File: config.mk
export PLATFORM = sky130hd
export DESIGN_NAME = bus_arbiter
export DESIGN_NICKNAME = d
export VERILOG_FILES = /design/src/rtl/drf_bus_pkg.sv /design/src/rtl/rr_priority_picker.sv /design/src/rtl/bus_arbiter.sv
export SDC_FILE = /design/constraint.sdc
export NUM_CORES = 1
export LEC_CHECK = 0
export ABC_CLOCK_PERIOD_IN_PS = 1580
export CELL_PAD_IN_SITES_DETAIL_PLACEMENT = 2
export CELL_PAD_IN_SITES_GLOBAL_PLACEMENT = 2
export CORE_MARGIN = 2
export CORE_UTILIZATION = 14
export CTS_CLUSTER_DIAMETER = 200
export CTS_CLUSTER_SIZE = 30
export DETAILED_ROUTE_END_ITERATION = 12
export PLACE_DENSITY = 0.78
export SYNTH_ARGS = -nofsm -noshare
export SYNTH_HDL_FRONTEND = slang
export SYNTH_SLANG_ARGS = --single-unit
File: constraint.sdc
create_clock -name clk -period 1.58 [get_ports clk]
set_input_delay 0.158 -clock clk [delete_from_list [all_inputs] [get_ports clk]]
set_output_delay 0.158 -clock clk [all_outputs]
set_load 0.01 [all_outputs]
File: src/rtl/drf_bus_pkg.sv
// drf_bus_pkg: shared constants, requester indices and arbiter state encoding for the 8-bit bus.
package drf_bus_pkg;
  localparam int NUM_REQ = 4;
  localparam int DATA_W = 8;
  localparam int REQ_CU = 0;
  localparam int REQ_ALU = 1;
  localparam int REQ_REG = 2;
  localparam int REQ_DMEM = 3;
  typedef enum logic [1:0] {IDLE, GRANT, LOCKED} state_t;
endpackage

File: src/rtl/rr_priority_picker.sv
// rr_priority_picker: one-hot winner of a round-robin search starting at start, skipping excluded requesters.
module rr_priority_picker #(
  parameter int N = 4,
  parameter int IW = $clog2(N)
) (
  input  logic [N-1:0]  req,
  input  logic [IW-1:0] start,
  input  logic [N-1:0]  exclude,
  output logic [N-1:0]  winner
);
  logic [N-1:0] cand;
  logic [N-1:0] pos;
  always_comb begin
    cand = req & ~exclude;
    winner = '0;
    pos = '0;
    // farthest first, so the nearest asserted candidate overwrites last
    for (int k = N - 1; k >= 0; k--) begin
      pos = N'(1) << ((int'(start) + k) % N);
      winner = |(cand & pos) ? pos : winner;
    end
  end
endmodule

File: src/rtl/bus_arbiter.sv
// bus_arbiter: round-robin arbiter with lock hold for the shared bus; BUS_ARBITER_TIMEOUT_EN bounds lock duration.
module bus_arbiter
  import drf_bus_pkg::*;
#(
  parameter int NUM_REQ = drf_bus_pkg::NUM_REQ,
  parameter int DATA_W = drf_bus_pkg::DATA_W,
  parameter int TIMEOUT_CYCLES = 15
) (
  input  logic                      clk,
  input  logic                      rst,
  input  logic [NUM_REQ-1:0]        in_req,
  input  logic [NUM_REQ-1:0]        in_lock,
  input  logic [NUM_REQ*DATA_W-1:0] in_data,
  output logic [NUM_REQ-1:0]        out_grant,
  output logic [DATA_W-1:0]         out_bus,
  output logic                      out_bus_valid,
  output logic                      out_timeout
);
  localparam int IW = $clog2(NUM_REQ);
  logic [IW-1:0] last, start, win_idx;
  logic [NUM_REQ-1:0] winner, exclude;
  logic expire, keep;
  state_t state;
  always_comb begin
    state = ~|out_grant ? IDLE : |(out_grant & in_req & in_lock) ? LOCKED : GRANT;
    keep = (state == LOCKED) && !expire;
    exclude = expire ? out_grant : '0;
    start = (int'(last) == NUM_REQ - 1) ? '0 : last + 1'b1;
    win_idx = '0;
    for (int i = 0; i < NUM_REQ; i++) win_idx = winner[i] ? IW'(i) : win_idx;
    out_bus = '0;
    for (int i = 0; i < NUM_REQ; i++) out_bus = out_grant[i] ? in_data[i*DATA_W +: DATA_W] : out_bus;
    out_bus_valid = |out_grant;
  end
  rr_priority_picker #(.N(NUM_REQ), .IW(IW)) u_picker (
    .req(in_req),
    .start(start),
    .exclude(exclude),
    .winner(winner)
  );
  always_ff @(posedge clk) begin
    if (rst) begin
      out_grant <= '0;
      last <= IW'(NUM_REQ - 1);
    end else if (!keep) begin
      out_grant <= winner;
      if (|winner) last <= win_idx;
    end
  end
`ifdef BUS_ARBITER_TIMEOUT_EN
  localparam int CW = $clog2(TIMEOUT_CYCLES + 1);
  logic [CW-1:0] cnt;
  logic timeout_q;
  assign expire = (state == LOCKED) && (cnt == CW'(TIMEOUT_CYCLES - 1));
  assign out_timeout = timeout_q;
  always_ff @(posedge clk) begin
    if (rst) begin
      cnt <= '0;
      timeout_q <= 1'b0;
    end else begin
      timeout_q <= expire;
      cnt <= keep ? cnt + 1'b1 : '0;
    end
  end
`else
  assign expire = 1'b0 && (TIMEOUT_CYCLES > 0);
  assign out_timeout = 1'b0;
`endif
endmodule

Word level (Yosys, flattened, before mapping)
Index checks and enable logic that the tools add are counted.
- latch bits: 0
- output and inout port bits: 14
- input port bits: 42
- bits in registers: 6
- memories kept: 0
- word-level logic and storage cells: 47
- ROM bits: 0
- bits in writable memories: 0
- reduce and logical (&&, ||, !) cells: 11
- add/subtract/negate cells: 4
- mux-type cells: 14
- multiply operators: 0
- eq/ne operators: 2
- divide/modulo/power cells: 0
- bitwise operators: 10
- $lt $le $gt $ge: 0
- shift operators: 4
- operators with widths (operator ; number):
    left shift 1 x 32 -> 4 bit (first input constant) ; 3
    two-way mux 8 bit ; 4
    OR reduction 4 bit ; 7
    bitwise AND 4 bit ; 6
    two-way mux 4 bit ; 4
    two-way mux 2 bit ; 5
    OR reduction 2 bit ; 3
    adder 2 x 1 -> 2 bit (second input constant) ; 2
    adder 2 bit (second input constant) ; 2
    left shift 1 x 2 -> 4 bit (first input constant) ; 1
    bitwise AND 1 bit (first input constant) ; 3
    equality test 2 x 1 -> 1 bit (second input constant) ; 1
    equality test 2 bit (second input constant) ; 1
    AND reduction 2 bit ; 1
    two-way mux 1 bit ; 1
    NOT 1 bit ; 1

Logic depth before layout (Yosys ltp)
- depth after elaboration: 15
- depth in mapped cells: 6

Cells and area by module
A second synthesis with hierarchy kept.
- cells, all modules: 101
- area total of the unflattened synthesis: 735.7 um^2
- by module, submodules not included (module ; instances ; area an instance (um^2) ; cells an instance):
    bus_arbiter ; 1 ; 603.1 ; 81
    rr_priority_picker ; 1 ; 132.6 ; 20

Worst setup path before layout
No wires, ideal clock.
- kind: flip-flop to flip-flop
- from: register last[1]
- to: register last[1]
- cell stages (with the launch flop): 6
- arrival time: 1247 ps
- required time: 1453 ps
- library setup time: 127 ps
- path buffers: 1
- slack: 206 ps
- path through: dfxtp_1 -> buf_6 -> nor2b_1 -> o311ai_2 -> a21oi_1 -> or3b_1
- word-level cells in the longest chain between the ends: 14
- ends and longest elaborated chain (element ; RTL line ; source):
    start, declared ; bus_arbiter.sv:20 ; logic [IW-1:0] last, start, win_idx;
    start signal, assigned ; bus_arbiter.sv:44 ; last <= IW'(NUM_REQ - 1);
    start signal, assigned ; bus_arbiter.sv:47 ; if (|winner) last <= win_idx;
    adder 2 x 1 -> 2 bit / equality test 2 x 1 -> 1 bit (equally long branches) ; bus_arbiter.sv:28 ; start = (int'(last) == NUM_REQ - 1) ? '0 : last + 1'b1;
    two-way mux 2 bit (*) ; bus_arbiter.sv:28 ;
    adder 2 bit ; rr_priority_picker.sv:19 ; pos = N'(1) << ((int'(start) + k) % N);
    OR reduction 2 bit (no source line) ; - ;
    bitwise AND 1 bit (no source line) ; - ;
    left shift 1 x 32 -> 4 bit ; rr_priority_picker.sv:19 ;
    bitwise AND 4 bit ; rr_priority_picker.sv:20 ; winner = |(cand & pos) ? pos : winner;
    OR reduction 4 bit ; rr_priority_picker.sv:20 ;
    two-way mux 4 bit (3 in a row) ; rr_priority_picker.sv:20 ;
    two-way mux 4 bit (*) ; rr_priority_picker.sv:20 ;
    OR reduction 4 bit / two-way mux 2 bit (equally long branches) ; bus_arbiter.sv:47, bus_arbiter.sv:30 ;
    AND reduction 2 bit (no source line) / two-way mux 2 bit (equally long branches) ; - ;
Every way passes the cells marked *; elsewhere a longest branch is shown, timed or not.
A chain may end at the register's enable or synchronous reset.

Worst setup path after layout
- from: register out_grant[3]
- to: register out_grant[3]
- word-level cells in the longest chain between the ends: 6
- ends and longest elaborated chain (element ; RTL line ; source):
    start, declared ; bus_arbiter.sv:14 ; output logic [NUM_REQ-1:0] out_grant,
    start signal, assigned ; bus_arbiter.sv:46 ; out_grant <= winner;
    bitwise AND 4 bit (2 in a row) ; bus_arbiter.sv:25 ; state = ~|out_grant ? IDLE : |(out_grant & in_req & in_lock) ? LOCKED : GRANT;
    OR reduction 4 bit ; bus_arbiter.sv:25 ;
    two-way mux 2 bit ; bus_arbiter.sv:25 ;
    two-way mux 2 bit (*) ; bus_arbiter.sv:25 ;
    equality test 2 bit (*) ; bus_arbiter.sv:26 ; keep = (state == LOCKED) && !expire;
Marked as above.

==> results <==
- After detailed routing, the wire length on met1 is ~1600 um.
- The finished cells cover about 1500 sq um.
- Setup violations remaining at the end of the flow were counted as 0.
- Walking the worst path, the cells encountered are buf_4 -> nand3_2 -> nand3_2 -> buf_4 -> a31oi_4 -> buf_6 -> mux2i_1 -> nor2_1.
- Measured along the y axis, the die boundary spans 71.4 um.
- The sort of element at the end of the critical path is a flop.
- The synthesized net count is 128.
- The overall routing resource usage is 0.159.
- After detailed routing, the met3 layer carries 88 um of wire.
- The wire length of the first global-routing pass is 6200 um.
- The tree is rooted in a clkbuf_8.
- Buffers inserted during clock tree synthesis total 3.
- Setup repair after global routing could not meet its margin everywhere.
- The final worst hold slack is around 0.54 ns.
- The mapped netlist covers 636 sq um.
- The sort of element at the start of the critical path is a flop.
- Clock latency on the worst-skew pair, taken at its later pin, is 0.22 ns.
- The die covers 5100 sq um.
- In the post-synthesis netlist, the biggest area contributors are dfxtp_1 19%, a21oi_1 10%, a22oi_1 8.3%.
- Of the post-synthesis cell area, the dominant cell type holds 0.189.
- The critical path starts at out_grant[3]$_SDFFE_PP0P_.
- The most common cell in the synthesized netlist is a21oi_1.
- The congestion estimate from routability-driven global placement came to ~0.85.
- The number of instances in the synthesized netlist is 86.
- After detailed routing, the number of vias per cell comes to 4.78.
- Wires add up to 4020 um.
- After detailed routing, no signal wire sits above met4.
- The final worst-path setup slack is 0.0304 ns.
- The flip-flop and latch count after synthesis is 6.
- The worst hold-check path type is in -> reg.
- Summed over all cells, the static leakage comes to 0.000610 uW.
- The initial antenna violation count is 0.
- The average cell area after synthesis is 7.39 sq um.
- The count of different cell masters after synthesis is 30.
- The largest buffer count on any clock path is 2.
- For this run, the share of the core covered by cells in the final layout is 0.347.
- The H-tree level count is 1.
- Once placement finished, the instance area stood at 1350 sq um.
- The post-synthesis compound-gate area fraction is 0.461.
- The violation count after the first detailed-routing iteration is 34.
- The final period demand of the worst path is 1.55 ns.
- The antenna violation net count after detailed routing is 0.
- For this configuration, the core starts out at a cell density of 0.146.
- The async set-reset flop share out of synthesis is 0.
- Timing analysis after detailed placement gives a worst setup slack of -0.262 ns.
- The count of buffers from port buffering is 54.
- VDD sags by at most ~0.24 mV.
- The Yosys warning count is 0.
- The most used flip-flop cell after synthesis is dfxtp_1.
- TritonCTS built the clock tree.
- The number of max-cap violations is 0.
- For this run, the top clock speed supported by timing is approximately 650 MHz.
- The largest total area in the synthesized netlist belongs to dfxtp_1.
- After synthesis, the most frequently instantiated cells are 13 x a21oi_1, 8 x nor2_1, 7 x a22oi_1, 7 x o22ai_1, 6 x dfxtp_1.
- The fraction of final layout cells with drive strength greater than 1 is 0.373.
- The startpoint identified for the worst register-to-register timing path is out_grant[3]$_SDFFE_PP0P_.
- The multiplexer share of the synthesized area is 0.0472.
- The post-detailed-route wirelength per cell is 19.1 um.
- The largest driver fanout on the critical path is 4.
- On the final layout, the worst clock skew is around 0.00083 ns.
- The worst setup path is of the reg -> reg kind.
- The post-detailed-route DRC marker count is 0.
- The period utilization is 0.981.
- After synthesis, the largest family of logic cells by area is compound AO/OA/AOI/OAI gates.
- The largest stage delay on the critical path is 0.35 ns.
- The total number of nets in the final design is 202.
- The run finished with clean final reports.
- On the critical path, the stage with the largest delay is an instance of dfxtp_4.
- The power density over the cells is 852 nW/um^2.
- For the worst setup path, the data required time is 1.68 ns.
- The via count of the first global-routing pass is about 1200.
- After clock tree synthesis, the clock-pin slew on the worst setup and hold paths is 0.04 ns.
- From synthesis to final layout, the design area changed by 138%.
- The number of placed I/O pins is 56.
- The hold violation count in the final report is 0.
- Clock tree synthesis found a total of 6 sinks.
- Measured along the x axis, the die boundary spans 71.4 um.
- The number of fillers in the final layout is approximately 490.
- The final max-slew violation count is 0.
- The arrival time at the worst endpoint is ~1.7 ns.
- The number of rows in the core area is 24.
- The antenna diode count is 0.
- Entering global routing, the biggest net connects 13 pins.
- The floorplan step defined a core boundary enclosing between 4000 and 5000 sq um.
- The detailed-routing iteration count for the pre-antenna-repair pass is 2.
- The wire-length estimate of the detail-placed layout is between 3000 and 4000 um.
- The beginning of the worst hold path is in_req[2].
- The number of flops mapped to enable cells by yosys is 0.
- Summed over all layers, the global routing overflow is 0.
- The met2 routed wirelength is approximately 2200 um.
- Summing over every cut layer, the via total after detailed routing is 1003.
- Of the synthesized area, sequential elements account for 0.189.
- The basic-gate share of the synthesized area counting and, or, nand and nor cells is 0.197.
- Of the total synthesized cell area, the portion taken by XOR and XNOR cells is 0.
- Of the total synthesized cell area, the portion taken by full adders, half adders and majority gates is 0.
==> placed cells by master, fill, tap and decap left out, types with 3 or more instances in the layout <==
cell             instances
clkbuf_8                 3
buf_4                   16
clkdlybuf4s50_1         42
a22oi_2                  3
a21oi_1                 12
inv_1                    4
a22oi_1                  4
dlygate4sd2_1            3
nand2_1                  4
o22ai_1                  5
clkdlybuf4s15_2          3
mux2i_1                  3
nor2_1                   6
buf_6                    5
==> layout make-up <==
class,instances,area [sq um],share of cell area
Clock buffer,3,41.3,0.0273
Tap cell,52,65.1,0.0430
Sequential cell,6,130,0.0860
Multi-Input combinational cell,70,557,0.368
Inverter,4,15.0,0.00993
Timing Repair Buffer,75,704,0.466
==> worst max-delay path, delay by kind of cell, from the launching register on <==
| kind | cells | cell delay, ns |
|---|---|---|
| buf+inv | 3 | 0.45 |
| flops | 1 | 0.35 |
| simple gates | 3 | 0.23 |
| mux | 1 | 0.21 |
| compound gates | 1 | 0.18 |
==> metrics by stage <==
stage	cells	power [uW]	TNS, ns
2_1_floorplan	86	557	0
3_3_place_gp	207	948	-1.17
3_5_place_dp	207	1000	-2.34
4_1_cts	210	1240	-0.0166
5_1_grt	210	1370	-0.0350
6_report	210	1290	0
==> worst paths after layout <==
| check | endpoint | slack (ns) | cells past startpoint |
|---|---|---|---|
| hold reg to reg | out_grant[2]$_SDFFE_PP0P_ | 0.65 | 2 |
| hold / removal | out_grant[2]$_SDFFE_PP0P_ | 0.54 | 4 |
| setup reg to reg | out_grant[3]$_SDFFE_PP0P_ | 0.03 | 8 |
| setup / recovery | out_grant[3]$_SDFFE_PP0P_ | 0.03 | 8 |
==> logic make-up after synthesis <==
| family | count (synthesis) |
|---|---|
| multiplexers | 3 |
| flip-flops | 6 |
| other | 1 |
| buffers and inverters | 10 |
| AO/OA/AOI/OAI | 43 |
| AND/OR/NAND/NOR | 23 |
==> state kept, by name, summed over array words and instances (netlist names) <==
| register | count |
|---|---|
| last | 2 |
| out_grant | 4 |
==> layer usage <==
layer,up-vias,GRT usage
met3,6,0.0309
li1,480,-
met4,0,0.0356
met5,-,0
met1,500,0.182
met2,17,0.303
==> report_power, final <==
group	leakage [uW]	internal (uW)	switching (uW)	total [uW]
registers	0.0000511	184	53.0	237
logic	0.000537	435	383	819
clock network	0.0000216	164	68.9	233
total	0.000610	783	505	1290
==> timing repair <==
action,in CTS,in global routing
gates resized for setup,38,24
buffers inserted,0,0
hold buffers,0,0
setup endpoints to repair,13,12
pin swaps,1,3
Note: power is estimated with default switching activity, not from simulation.
